===== src/rtl/mem_access_seq.sv =====
// -----------------------------------------------------------------------------
// mem_access_seq
//
// Load/store initiator that sits between the CPU datapath and a byte-wide,
// single-port data RAM. A request (BYTE, HALF, WORD, WORDL, WORDR) is taken
// over a valid/ready handshake. It is then issued as one RAM byte access per
// cycle. Load bytes are assembled into a word, with sign/zero extension or an
// LWL/LWR merge with rt. Completion is reported with a one-cycle resp_valid.
//
// Ports
//   clk, rst          clock, synchronous active-high reset
//   req_valid/ready   request handshake; ready only while idle
//   req_write         1 = store, 0 = load
//   req_addr          byte address (ADDR_W bits, wraps)
//   req_type          0 BYTE, 1 HALF, 2 WORD, 3 WORDL, 4 WORDR, 5..7 no-op
//   req_unsigned      zero-extend (1) / sign-extend (0) BYTE/HALF loads
//   req_wdata         store data
//   req_rt            rt value merged into LWL/LWR results
//   resp_valid        one-cycle completion pulse
//   resp_rdata        load result; holds until the next load response
//   mem_addr/re/we    RAM byte address, read strobe, write strobe
//   mem_wdata         RAM write byte
//   mem_rdata         RAM read byte, valid the cycle after mem_re
// -----------------------------------------------------------------------------
module mem_access_seq #(
  parameter int ADDR_W = 10
) (
  input  logic              clk,
  input  logic              rst,
  input  logic              req_valid,
  output logic              req_ready,
  input  logic              req_write,
  input  logic [ADDR_W-1:0] req_addr,
  input  logic [2:0]        req_type,
  input  logic              req_unsigned,
  input  logic [31:0]       req_wdata,
  input  logic [31:0]       req_rt,
  output logic              resp_valid,
  output logic [31:0]       resp_rdata,
  output logic [ADDR_W-1:0] mem_addr,
  output logic              mem_re,
  output logic              mem_we,
  output logic [7:0]        mem_wdata,
  input  logic [7:0]        mem_rdata
);

  localparam logic [1:0] S_IDLE = 2'd0;
  localparam logic [1:0] S_XFER = 2'd1;
  localparam logic [1:0] S_WAIT = 2'd2;
  localparam logic [1:0] S_RESP = 2'd3;

  localparam logic [2:0] T_BYTE  = 3'd0;
  localparam logic [2:0] T_HALF  = 3'd1;
  localparam logic [2:0] T_WORD  = 3'd2;
  localparam logic [2:0] T_WORDL = 3'd3;
  localparam logic [2:0] T_WORDR = 3'd4;

  logic [1:0]        state_q, state_d;
  logic              write_q, write_d;
  logic [2:0]        type_q, type_d;
  logic              unsigned_q, unsigned_d;
  logic [ADDR_W-1:0] base_q, base_d;
  logic [31:0]       wdata_q, wdata_d;
  logic [31:0]       data_q, data_d;       // load bytes assembled in place
  logic [1:0]        idx_q, idx_d;         // index of the byte being issued
  logic [1:0]        cap_q, cap_d;         // index of the next byte to capture
  logic [1:0]        last_q, last_d;       // N-1
  logic [1:0]        shift_q, shift_d;     // byte lane offset (a for WORDL)
  logic              rd_pend_q, rd_pend_d; // a read was issued last cycle
  logic [31:0]       rdata_q, rdata_d;

  logic              accept;
  logic [1:0]        wr_lane;
  logic [1:0]        cap_lane;
  logic [31:0]       load_result;
  logic [1:0]        req_a;

  assign req_a      = req_addr[1:0];
  assign accept     = req_valid && req_ready;

  assign req_ready  = (state_q == S_IDLE);
  assign resp_valid = (state_q == S_RESP);
  assign resp_rdata = rdata_q;
  assign mem_re     = (state_q == S_XFER) && !write_q;
  assign mem_we     = (state_q == S_XFER) &&  write_q;
  assign mem_addr   = base_q + ADDR_W'(idx_q);

  // SWL takes store bytes from lane a upward; every other store starts at lane 0.
  assign wr_lane    = idx_q + shift_q;
  assign mem_wdata  = wdata_q[8*wr_lane +: 8];

  // LWL places captured bytes from lane a upward; everything else from lane 0.
  assign cap_lane   = cap_q + shift_q;

  always_comb begin
    // NOTE: every always_comb output gets a default first so no path can
    // leave it unassigned and infer a latch.
    state_d    = state_q;
    write_d    = write_q;
    type_d     = type_q;
    unsigned_d = unsigned_q;
    base_d     = base_q;
    wdata_d    = wdata_q;
    data_d     = data_q;
    idx_d      = idx_q;
    cap_d      = cap_q;
    last_d     = last_q;
    shift_d    = shift_q;
    rdata_d    = rdata_q;
    rd_pend_d  = mem_re;

    // Read data arrives one cycle after its strobe, so capture follows issue.
    if (rd_pend_q) begin
      data_d[8*cap_lane +: 8] = mem_rdata;
      cap_d                   = cap_q + 2'd1;
    end

    // Extension uses data_d so the byte captured in WAIT is included.
    case (type_q)
      T_BYTE:  load_result = unsigned_q ? {24'h0, data_d[7:0]}
                                        : {{24{data_d[7]}}, data_d[7:0]};
      T_HALF:  load_result = unsigned_q ? {16'h0, data_d[15:0]}
                                        : {{16{data_d[15]}}, data_d[15:0]};
      default: load_result = data_d;
    endcase

    case (state_q)
      S_IDLE: begin
        if (accept) begin
          write_d    = req_write;
          type_d     = req_type;
          unsigned_d = req_unsigned;
          base_d     = req_addr;
          wdata_d    = req_wdata;
          idx_d      = 2'd0;
          cap_d      = 2'd0;
          shift_d    = (req_type == T_WORDL) ? req_a : 2'd0;
          // LWL/LWR keep rt in the lanes the RAM bytes do not overwrite.
          data_d     = (req_type == T_WORDL || req_type == T_WORDR) ? req_rt : 32'h0;
          case (req_type)
            T_BYTE:  last_d = 2'd0;
            T_HALF:  last_d = 2'd1;
            T_WORD:  last_d = 2'd3;
            T_WORDL: last_d = 2'd3 - req_a;
            T_WORDR: last_d = req_a;
            default: last_d = 2'd0;
          endcase
          if (req_type > T_WORDR) begin
            // Unsupported type: no RAM traffic, respond immediately.
            state_d = S_RESP;
            if (!req_write) rdata_d = 32'h0;
          end else begin
            state_d = S_XFER;
          end
        end
      end
      S_XFER: begin
        if (idx_q == last_q) begin
          state_d = write_q ? S_RESP : S_WAIT;
        end else begin
          idx_d = idx_q + 2'd1;
        end
      end
      S_WAIT: begin
        state_d = S_RESP;
        rdata_d = load_result;
      end
      default: begin
        state_d = S_IDLE;
      end
    endcase
  end

  always_ff @(posedge clk) begin
    // NOTE: sequential state uses non-blocking assignments so every register
    // samples its pre-edge value regardless of statement order.
    if (rst) begin
      state_q    <= S_IDLE;
      write_q    <= 1'b0;
      type_q     <= T_BYTE;
      unsigned_q <= 1'b0;
      base_q     <= '0;
      wdata_q    <= 32'h0;
      data_q     <= 32'h0;
      idx_q      <= 2'd0;
      cap_q      <= 2'd0;
      last_q     <= 2'd0;
      shift_q    <= 2'd0;
      rd_pend_q  <= 1'b0;
      rdata_q    <= 32'h0;
    end else begin
      state_q    <= state_d;
      write_q    <= write_d;
      type_q     <= type_d;
      unsigned_q <= unsigned_d;
      base_q     <= base_d;
      wdata_q    <= wdata_d;
      data_q     <= data_d;
      idx_q      <= idx_d;
      cap_q      <= cap_d;
      last_q     <= last_d;
      shift_q    <= shift_d;
      rd_pend_q  <= rd_pend_d;
      rdata_q    <= rdata_d;
    end
  end

endmodule


===== config.mk =====
export PLATFORM = sky130hd
export DESIGN_NAME = mem_access_seq
export DESIGN_NICKNAME = d
export VERILOG_FILES = /design/src/rtl/mem_access_seq.sv
export SDC_FILE = /design/constraint.sdc
export NUM_CORES = 1
export LEC_CHECK = 0
export ABC_AREA = 1
export CAP_MARGIN = 0
export CELL_PAD_IN_SITES_DETAIL_PLACEMENT = 0
export CELL_PAD_IN_SITES_GLOBAL_PLACEMENT = 1
export CORE_MARGIN = 2
export CORE_UTILIZATION = 32
export DETAILED_ROUTE_END_ITERATION = 6
export PLACE_DENSITY = 0.82
export SLEW_MARGIN = 40
export SYNTH_ARGS = -nofsm -noshare
export SYNTH_HDL_FRONTEND = slang
export SYNTH_SLANG_ARGS = --single-unit

===== constraint.sdc =====
create_clock -name clk -period 2.2 [get_ports clk]
set_input_delay 0.22 -clock clk [delete_from_list [all_inputs] [get_ports clk]]
set_output_delay 0.22 -clock clk [all_outputs]
set_load 0.005 [all_outputs]

Word level (Yosys, flattened, before mapping)
Cells that the tools add are included.

Register bits after elaboration: 122. Output and inout bits: 54.

Add/sub/neg operators: 7. $lt $le $gt $ge: 1. Eq/ne operators: 14. Shift operators: 3. Muxes and demuxes: 25. Reductions and logical operators: 13.

Operators with widths (number): $mux 32 (9); $pmux 32 s2 (2); $neg 5->34 (1); $shift 8x34->32 const A (1); $shiftx 8x34->32 (1); $bwmux 32 (1); $shiftx 32x6->8 (1); $mux 2 (9); $add 10x2->10 (1); $pmux 2 s4 (1); $eq 3x1->1 const B (2); $eq 3x2->1 const B (2); $ne 2x1->1 const B (3); $pmux 2 s3 (1); $add 2x1->2 const B (2); $add 2x2->2 (2); $eq 2x2->1 const B (2); $ne 2x2->1 const B (2); $pmux 2 s2 (1); $reduce_and 2->1 (2); $reduce_and 4->1 (1); $reduce_bool 2->1 (2); $eq 3x3->1 const B (1); $gt 3x3->1 const B (1); 10 further kinds (12).

Depth between registers and ports, before layout
Depth in word-level cells: 8. Gate-level depth with buffers: 17.

Least setup slack after synthesis
Ideal clock, no wire load.

Path kind: reg2reg. From: register cap_q[0]. To: register rdata_q[23] (netlist: resp_rdata[23]). Setup time: 70 ps. Arrival: 2222 ps. Data required time: 2130 ps. Setup slack: -92 ps. Stages on the path, launching flop included: 14. Period minus slack after synthesis: 2292 ps. Cells stage by stage: dfxtp_1 -> ha_1 -> inv_2 -> buf_2 -> ha_1 -> buf_4 -> nor2_8 -> nand4_2 -> nand2_2 -> nand3_4 -> buf_6 -> nand3_2 -> nand2_1 -> a21oi_2.

Longest elaborated chain between the ends: 8. Elaborated cells between the ends (all ways): 10. Classes of those cells: add/sub: 2; shift: 2; mux: 6.

Ends and longest elaborated chain: from (decl) (line 66) `logic [1:0] cap_q, cap_d;`; from (signal assigned) (line 200) `cap_q <= cap_d;`; $add 2x2->2 (*) (line 93) `assign cap_lane = cap_q + shift_q;`; $neg 5->34 (*) (line 114) `data_d[8*cap_lane +: 8] = mem_rdata;`; $shiftx 8x34->32 or $shift 8x34->32 (tied branches) (line 114); $bwmux 32 (*) (line 114); $mux 32 (*) (line 113) `if (rd_pend_q) begin`; $mux 32 (on tied branches) (line 122, 120); $pmux 32 s2 (*) (line 119) `case (type_q)`; $pmux 32 s2 (*) (line 127) `case (state_q)`; to (signal assigned) (line 204) `rdata_q <= rdata_d;`; to (decl) (line 70) `logic [31:0] rdata_q, rdata_d;`.

Every way passes the cells marked *; elsewhere a longest branch is shown, timed or not. A chain may end at the register's enable or synchronous reset.

Worst setup path after layout
From: register idx_q[0]. To: output port mem_addr[6].

Longest elaborated chain between the ends: 1.

Ends and longest elaborated chain: from (decl) (line 65) `logic [1:0] idx_q, idx_d;`; from (signal assigned) (line 199) `idx_q <= idx_d;`; $add 10x2->10 (line 86) `assign mem_addr = base_q + ADDR_W'(idx_q);`; to (decl) (line 40) `output logic [ADDR_W-1:0] mem_addr,`.

Every way passes these cells.

==> flow_summary.yaml <==
clock_tree:
  cts_tree: "yes"
  clkSlewWorstSetupHoldPaths_ns: 0.06
  hold_buffers: 0
  numCtsBuffers: 17
  root_buffer: "clkbuf_16"
  cts_htree_levels: 4
  ctsLongestPathBuffers: 2
  clock_latency_ns: 0.43
  cts.sinks: 122
grt:
  antenna_found_initial: 0
  grtUsageTotal_pct: 18.5
  grt_max_degree: 46
  grt_pass1_wl_um: 28700
  grt_overflow: 0
  grt_pass1_vias: 5691
sta:
  fin_ws_ns: -0.166
  clock.fmax_mhz: 423
  drv_slew: 0
  rsz0062_at_grt: "yes"
  tns_ns: -0.934
  fin_skew_ns: 0.0114
  setup_violations: 11
  fin_crit_sh_pct: 108
  hold_viol: 0
  worst_pin_slew_ns: 0.422
  finalCriticalPeriod_ns: 2.37
  max_slew_margin_pct: 71.6
outcome:
  status: "complete, but fails checks"
  violations: "negative setup slack"
detailed_routing:
  drt_first_pass_iters: 5
  finalWirelength_um: 18100
  avgViaCountPerCell: 4.78
  via_count: 5909
  drc: 0
  final_antenna_net_count: 0
  wl_per_cell_um: 14.7
  drt_iter0_markers: 329
layout:
  nFillCells: 1805
  seq_area_sq_um: 2450
  instances_no_fill: 1235
  num-nets-final: 1095
  insertedDiodeCount: 0
  multi_input_area_sq_um: 3190
  drive_above_1_share_pct: 18.2
  final_util_pct: 48.5
  synthToLayoutAreaGrowth_pct: 48.1
power:
  clkPwrFrac_pct: 34.9
  peakVddDrop_mv: 0.610
  switching_share_pct: 34.9
  combinationalPowerShare_pct: 34.7
  leakage_nw: 3.66
  p_sw_mw: 3.03
  power-per-cell-area_nw_per_um2: 993
  intPower_mw: 5.65
  power_frac_seq_pct: 30.4
critical_path:
  cp_max_fo: 2
  path_class: "reg -> out"
  cpLargestDelayFamily: "adder cells"
  critPathSlowestCell: "fa_2"
  path_cells: "ha_4, inv_2, fa_2, nor3_4, nand2_1, nor2_2, buf_4, xor2_2, buf_2"
  critical_path.n_buffers_inverters: 3
  crit_required_ns: 1.98
  critPathLaunchType: "register"
  slowest_delay_ns: 0.40
  cp.arrival_ns: 2.15
  end_kind: "output port"
synthesis:
  synth_seq_cells: 122
  syn_area_sq_um: 5900
  ys_warn_count: 0
  synthesis.nets: 922
  synth.avg_cell_area_sq_um: 7.20
  syn_inst: 820
  synth_cell_type_count: 34
  ys_seq_area_share_pct: 41.4
hold_path:
  worstHoldPathType: "in -> reg"
placed_design:
  dp_cells: 1193
  dp.final_hpwl_um: 12600
  gp_congestion: 0.823
  pre_cts_slack_ns: -0.216
  io_buffers: 143
die:
  io_pins: 144
  die_x_um: 140
  fp.coreArea_sq_um: 18000
  rows: 49
  die_area_sq_um: 19500
  die_h_um: 140
  start_util_pct: 32.7
flow_run:
  cap_violations: 0
## state kept, by name (all words and copies together), names as in the netlist, 2 cells and up
signal      flops
data_q         32
resp_rdata     32
wdata_q        32
base_q         10
type_q          3
cap_q           2
idx_q           2
last_q          2
shift_q         2
state_q         2
## power groups by stage
stage                     combinational, mW  clock (mW)  sequential [mW]
after global placement                 2.91           0             2.66
after floorplan                        1.68           0             2.64
final                                  3.02        3.03             2.64
after global routing                   3.36        3.18             2.67
after detailed placement               2.96           0             2.67
after CTS                              2.94        3.09             2.63
## timing repair
item                                   CTS  global route
pin swaps                                9            11
cloned                                   2             1
setup buffers                            5             5
endpoints found under the hold margin    0             0
setup endpoints to repair               33            80
resized for setup                       76            44
## cells in the final DEF, fill, tap and decap left out, drive strengths merged
cell / instances
nor2: 24
fa: 1
dlygate4sd2: 3
ha: 11
o211ai: 9
a22oi: 7
xor2: 8
nand3: 121
bufinv: 4
clkdlybuf4s50: 126
nand2: 252
o21ai: 85
clkbuf: 19
dfxtp: 122
a21oi: 42
clkinvlp: 2
inv: 70
nor3: 14
xnor2: 2
o211a: 1
clkinv: 6
nand4: 5
o22ai: 4
buf: 68
## worst register-to-register path, delay by kind of cell (launching register included)
| kind | cells | cell delay, ns |
|---|---|---|
| AO/OA/AOI/OAI | 1 | 0.11 |
| adder cells (fa/ha/maj) | 2 | 0.38 |
| buffers and inverters | 2 | 0.23 |
| flip-flops | 1 | 0.37 |
| AND/OR/NAND/NOR | 8 | 0.95 |
## synthesized netlist by cell type (all sizes together)
cell type,instances,area (sq um)
inv,62,233
fa,1,20.0
nor3,14,70.1
xor2,8,70.1
a22oi,7,52.6
ha,11,138
nor2,24,109
o211ai,9,67.6
clkbuf,23,86.3
o211a,1,10.0
nand4,5,43.8
dfxtp,122,2440
a21oi,42,248
nand3,120,693
nand2,252,981
o22ai,4,25.0
o21ai,85,429
xnor2,2,17.5
clkinv,4,15.0
buf,24,151
## cell families after synthesis
logic type               after synthesis  share of synthesized area (%)
AO/OA/AOI/OAI                        148                           14.1
XOR/XNOR                              10                           1.48
flip-flops                           122                           41.4
buffers and inverters                113                           8.23
adder cells (fa/ha/maj)               12                           2.67
AND/OR/NAND/NOR                      415                           32.1
## final timing paths
check / from / to / slack (ns) / depth (start not counted)
setup / recovery: idx_q[0] / mem_addr[6] / -0.17 / 9
hold / removal: req_wdata[21] / wdata_q[21] / 0.33 / 3
setup reg to reg: shift_q[0] / resp_rdata[26] / 0.10 / 13
hold reg to reg: resp_rdata[9] / resp_rdata[9] / 0.46 / 2
## layout make-up
cell class	count	area share [%]
multi-input combinational	586	36.5
sequential	122	28.1
timing repair buffer	199	21.9
clock buffer	17	4.87
tap	229	3.28
inverter	66	2.88
clock inverter	15	2.39
timing repair inverter	1	0.0859
## stage by stage
stage | hold slack [ns] | area [sq um] | power [mW]
2_1_floorplan | 0.323 | 5920 | 4.32
3_3_place_gp | 0.454 | 7820 | 5.57
3_5_place_dp | 0.457 | 7870 | 5.63
4_1_cts | 0.311 | 8580 | 8.66
5_1_grt | 0.335 | 8740 | 9.21
6_report | 0.327 | 8740 | 8.68
## metal layers
| metal | GRT usage (%) | share of wire (%) |
|---|---|---|
| met1 | 24.1 | 46 |
| met2 | 29.8 | 47 |
| met3 | 5.33 | 6.3 |
| met4 | 5.58 | 1.0 |
| met5 | 0 | 0 |
Note: power is estimated with default switching activity, not from simulation.
